### src/rtl/isa_shared.sv
// Shared RV32 decode definitions: immediate format encodings and the raw
// 32-bit immediate builder used by the decode stage and sign_ext.
package isa_shared;

  // Immediate format select. Code 3'd7 is reserved and is not an enumerator.
  typedef enum logic [2:0] {
    IMM_3120  = 3'd0,  // I-type: inst[31:20]
    IMM_S     = 3'd1,  // S-type: inst[31:25], inst[11:7]
    IMM_B     = 3'd2,  // B-type branch offset
    IMM_U     = 3'd3,  // U-type upper immediate
    IMM_J     = 3'd4,  // J-type jump offset
    IMM_SHAMT = 3'd5,  // shift amount inst[24:20], zero-extended
    IMM_ZIMM  = 3'd6   // CSR uimm inst[19:15], zero-extended
  } imm_op_e;

  localparam logic [2:0] IMM_RSVD = 3'd7;

  localparam int unsigned INST_FIELD_W = 25;  // carries inst[31:7]
  localparam int unsigned IMM32_W      = 32;

  // True when the select code has no defined immediate format.
  function automatic logic imm_op_is_rsvd(input logic [2:0] op);
    return (op == IMM_RSVD);
  endfunction

  // Builds the 32-bit immediate from instruction bits [31:7]. Signed formats
  // are already sign-extended to bit 31, so widening beyond 32 bits only has
  // to replicate bit 31. Zero-extended formats and the reserved code leave
  // bit 31 clear, so the same widening rule holds for them too.
  function automatic logic [IMM32_W-1:0] build_imm32(
    input logic [INST_FIELD_W-1:0] instr,
    input logic [2:0]              op
  );
    logic                s;
    logic [IMM32_W-1:0]  imm;
    s   = instr[24];
    imm = '0;
    case (op)
      IMM_3120:  imm = {{20{s}}, instr[24:13]};
      IMM_S:     imm = {{20{s}}, instr[24:18], instr[4:0]};
      IMM_B:     imm = {{19{s}}, instr[24], instr[0], instr[23:18], instr[4:1], 1'b0};
      IMM_U:     imm = {instr[24:5], 12'b0};
      IMM_J:     imm = {{11{s}}, instr[24], instr[12:5], instr[13], instr[23:14], 1'b0};
      IMM_SHAMT: imm = {27'b0, instr[17:13]};
      IMM_ZIMM:  imm = {27'b0, instr[12:8]};
      default:   imm = '0;
    endcase
    return imm;
  endfunction

endpackage

### src/rtl/sign_ext.sv
// RV32 immediate generator: combinational extended immediate for operand
// muxing plus a registered copy for the next pipeline stage.
// DATA_WIDTH must be at least 32.
module sign_ext
  import isa_shared::*;
#(
  parameter int unsigned DATA_WIDTH = 32
) (
  input  logic                    clk,
  input  logic                    rst,
  input  logic                    en,
  input  logic [INST_FIELD_W-1:0] instruction,
  input  logic [2:0]              imm_op,
  output logic [DATA_WIDTH-1:0]   sign_extended_data,
  output logic [DATA_WIDTH-1:0]   sign_extended_data_q,
  output logic                    imm_op_invalid
);

  logic [IMM32_W-1:0] imm32;

  // Select and extend the immediate; zero latency, independent of clk/rst.
  always_comb begin
    imm32              = build_imm32(instruction, imm_op);
    sign_extended_data = DATA_WIDTH'($signed(imm32));
    imm_op_invalid     = imm_op_is_rsvd(imm_op);
  end

  // Pipeline register; reset wins over the load enable.
  always_ff @(posedge clk) begin
    if (rst) begin
      sign_extended_data_q <= '0;
    end else if (en) begin
      sign_extended_data_q <= sign_extended_data;
    end
  end

endmodule

### config.mk
export PLATFORM = sky130hd
export DESIGN_NAME = sign_ext
export DESIGN_NICKNAME = d
export VERILOG_FILES = /design/src/rtl/isa_shared.sv /design/src/rtl/sign_ext.sv
export SDC_FILE = /design/constraint.sdc
export NUM_CORES = 1
export LEC_CHECK = 0
export BUFFER_PORTS_ARGS = -buffer_cell sky130_fd_sc_hd__buf_2
export CORE_ASPECT_RATIO = 1.75
export CORE_MARGIN = 4
export CORE_UTILIZATION = 45
export DETAILED_ROUTE_END_ITERATION = 8
export PLACE_DENSITY = 0.85
export RECOVER_POWER = 100
export SLEW_MARGIN = 10
export SYNTH_ARGS = -nofsm -noshare
export SYNTH_HDL_FRONTEND = slang
export SYNTH_SLANG_ARGS = --single-unit
### constraint.sdc
create_clock -name clk -period 1.4 [get_ports clk]
set_input_delay 0.07 -clock clk [delete_from_list [all_inputs] [get_ports clk]]
set_output_delay 0.07 -clock clk [all_outputs]
set_load 0.01 [all_outputs]
==> results.json <==
{
  "outcome": "finished clean",
  "cp.arrival_ns": 1.23,
  "cp.depth": 6,
  "dpl.hpwl_mm": 4.358,
  "power_density_nw_per_um2": 972.8,
  "netlist_top_cells_area": "dfxtp_1 36%, a311oi_1 9.3%, nand2_1 7.4%, a31oi_1 5.3%, a221o_1 4.5%",
  "grt.total_usage_pct": 21.93,
  "power.leakage_uw": 0.0009851,
  "crit_path_start_kind": "input pin",
  "p_int_uw": 1534,
  "synth.distinct_cells": 34,
  "clockPowerShare_pct": 28.7,
  "ys_ff_latch": 32,
  "synth_edf_count": 0,
  "worstPathRequired_ns": 1.33,
  "finClkSkew_ns": 0,
  "die_h_um": 91.30,
  "cts_buffer_depth": 2,
  "diodes": 0,
  "fin_crit_sh_pct": 93.05,
  "routed_wl_mm": 5.784,
  "antenna_found_initial": 0,
  "cts_tree": "done",
  "slew_viol_final": 0,
  "worstSkewPairLatency_ns": 0.28,
  "vdd_drop_max_v": 0.0006459,
  "synth_top_area_share_pct": 35.90,
  "path_delay_family": "buffers and inverters",
  "power_frac_seq_pct": 44.9,
  "fin_ws_ns": 0.09728,
  "wl_per_cell_um": 16.29,
  "layout.nets": 338,
  "r2r-end": "sign_extended_data_q[5]$_SDFFE_PP0P_",
  "drcViolationCount": 0,
  "setup_viol": 0,
  "final.min_clock_period_ns": 1.303,
  "worst-r2r-setup-slack_ns": 0.62,
  "grt_pass1_vias": 1959,
  "die_area_um2": 5076,
  "p_sw_share_pct": 31.47,
  "final_util_pct": 59.51,
  "maxCapViolCount": 0,
  "ios": 96,
  "cts_num_sinks": 32,
  "yosysMostFrequentCell": "nand2_1",
  "synth_area_leader_cell": "dfxtp_1",
  "drive_above_1_share_pct": 20.52,
  "numPortBuffers": 95,
  "critPathCapture": "sign_extended_data[3]",
  "max_stage_delay_ns": 0.31,
  "worst-path-buf-inv": 3,
  "post_drt_via_cell_ratio": 5.862,
  "synth_common_cells": "35 x nand2_1, 32 x dfxtp_1, 21 x nor2_1",
  "r2r_start": "sign_extended_data_q[5]$_SDFFE_PP0P_",
  "finalPower_uw": 2238,
  "ys_warn_count": 0,
  "tns_ns": 0,
  "grt_max_degree": 30,
  "whs_ns": 0.09800,
  "syn_nets": 248,
  "hold_buffers": 0,
  "drtAntennaViolNets": 0,
  "startpoint": "imm_op[1]",
  "numCtsBuffers": 5,
  "min_from": "instruction[19]",
  "clock.fmax_mhz": 767.6,
  "die_width_um": 55.60,
  "drt_first_iter_violations": 77,
  "worstSetupEndpointType": "output port",
  "overflow": 0,
  "coreArea_um2": 3866,
  "avgSynthCellArea_um2": 8.222,
  "rr_worst_depth": 2,
  "htreeDepth": 2,
  "num_rows": 30,
  "vias": 2081,
  "syn-cell-area_um2": 1784,
  "pre_cts_ws_ns": 0.1247,
  "comb_power_share_pct": 26.4,
  "crit_fanout": 18,
  "hold_class": "input pin to flop",
  "path_cells": "buf_2, buf_4, nand3b_1, a21boi_0, a221o_1, clkbuf_2",
  "relSlewSlack_pct": 66.29,
  "crit_type": "input pin to output port",
  "place.gp.congestion": 0.8414,
  "ys.flop_type": "dfxtp_1",
  "ys_seq_area_share_pct": 35.90,
  "start_util_pct": 46.15,
  "rsz0062_at_grt": "false",
  "biggestRegsByFlops": "sign_extended_data_q x32",
  "switching_power_uw": 704.5,
  "finalHoldViolations": 0,
  "cpMaxStageDelayCell": "a21boi_0",
  "syn_to_final_growth_pct": 28.96,
  "clk_pin_slew_ns": 0.06,
  "largest_reg_flops": 32,
  "tightest_slew_ns": 0.5050,
  "top_register": "sign_extended_data_q",
  "cts-root-buf": "clkbuf_8",
  "grt_first_pass_wirelength_mm": 8.976,
  "synth_async_sr_flop_share_pct": 0,
  "syn_inst": 217,
  "dr.pass1.iters": 4
}
## timing repair
| item | 4_1_cts | 5_1_grt |
|---|---|---|
| setup endpoints to repair | 0 | 4 |
| setup buffers | 0 | 0 |
| resized for setup | 0 | 1 |
## how the worst min path moves through the flow
stage	depth (start not counted)	endpoint
after floorplan	1	sign_extended_data_q[22]$_SDFFE_PP0P_
after global placement	3	sign_extended_data_q[25]$_SDFFE_PP0P_
after detailed placement	3	sign_extended_data_q[26]$_SDFFE_PP0P_
after CTS	3	sign_extended_data_q[26]$_SDFFE_PP0P_
after global routing	3	sign_extended_data_q[26]$_SDFFE_PP0P_
final	3	sign_extended_data_q[26]$_SDFFE_PP0P_
## cells by family after synthesis
logic type                 share of synthesized area, %
and+or+nand+nor                                   27.56
AOI/OAI and AO/OA                                 28.68
DFF                                               35.90
buffers and inverters                             6.241
xor gates and xnor gates                         0.4910
muxes                                            0.5610
adders and majority gates                        0.5610
## power groups by stage
stage          clock [uW]  combinational, uW  sequential, uW
2_1_floorplan           0                322            1050
3_3_place_gp            0                604            1020
3_5_place_dp            0                615            1020
4_1_cts               660                616            1000
5_1_grt               695                645            1010
6_report              643                591            1000
## layout by cell type, fill, tap and decap left out, types with 2 or more instances in the layout
cell	n
a21boi_0	4
a221o_1	8
a311oi_1	19
a31o_2	6
a31oi_1	15
and2b_1	3
and3_1	7
buf_2	31
buf_4	7
clkbuf_1	62
clkbuf_2	3
clkbuf_8	5
dfxtp_1	32
inv_1	2
nand2_1	35
nand2b_1	4
nand3_1	4
nand3b_1	4
nor2_1	21
nor2b_1	11
nor3b_2	2
o21ai_0	3
o221a_2	4
## worst min-delay path, stage by stage
cell and delay (ns):
buf_2 0.11, nand2_1 0.07, a311oi_1 0.08
## metrics by stage
stage | instances | area, um^2
finish | 355 | 2301
global placement | 348 | 2292
global route | 355 | 2301
CTS | 355 | 2370
detailed placement | 348 | 2292
floorplan | 217 | 1784
## layout make-up
type	count	area [um^2]
Clock buffer	6	72.57
Tap cell	48	60.06
Timing Repair Buffer	103	471.7
Clock inverter	1	5.005
Fill cell	389	1565
Multi-Input combinational cell	162	1040
Inverter	3	11.26
Sequential cell	32	640.6
## metal layers
layer | routed length (um) | vias up | track usage [%]
met3 | 384 | 23 | 3.556
met2 | 3041 | 109 | 39.13
li1 | - | 986 | -
met5 | 0 | - | 0
met1 | 2137 | 963 | 23.10
met4 | 220 | 0 | 14.20
(Power assumes the default switching activity.)
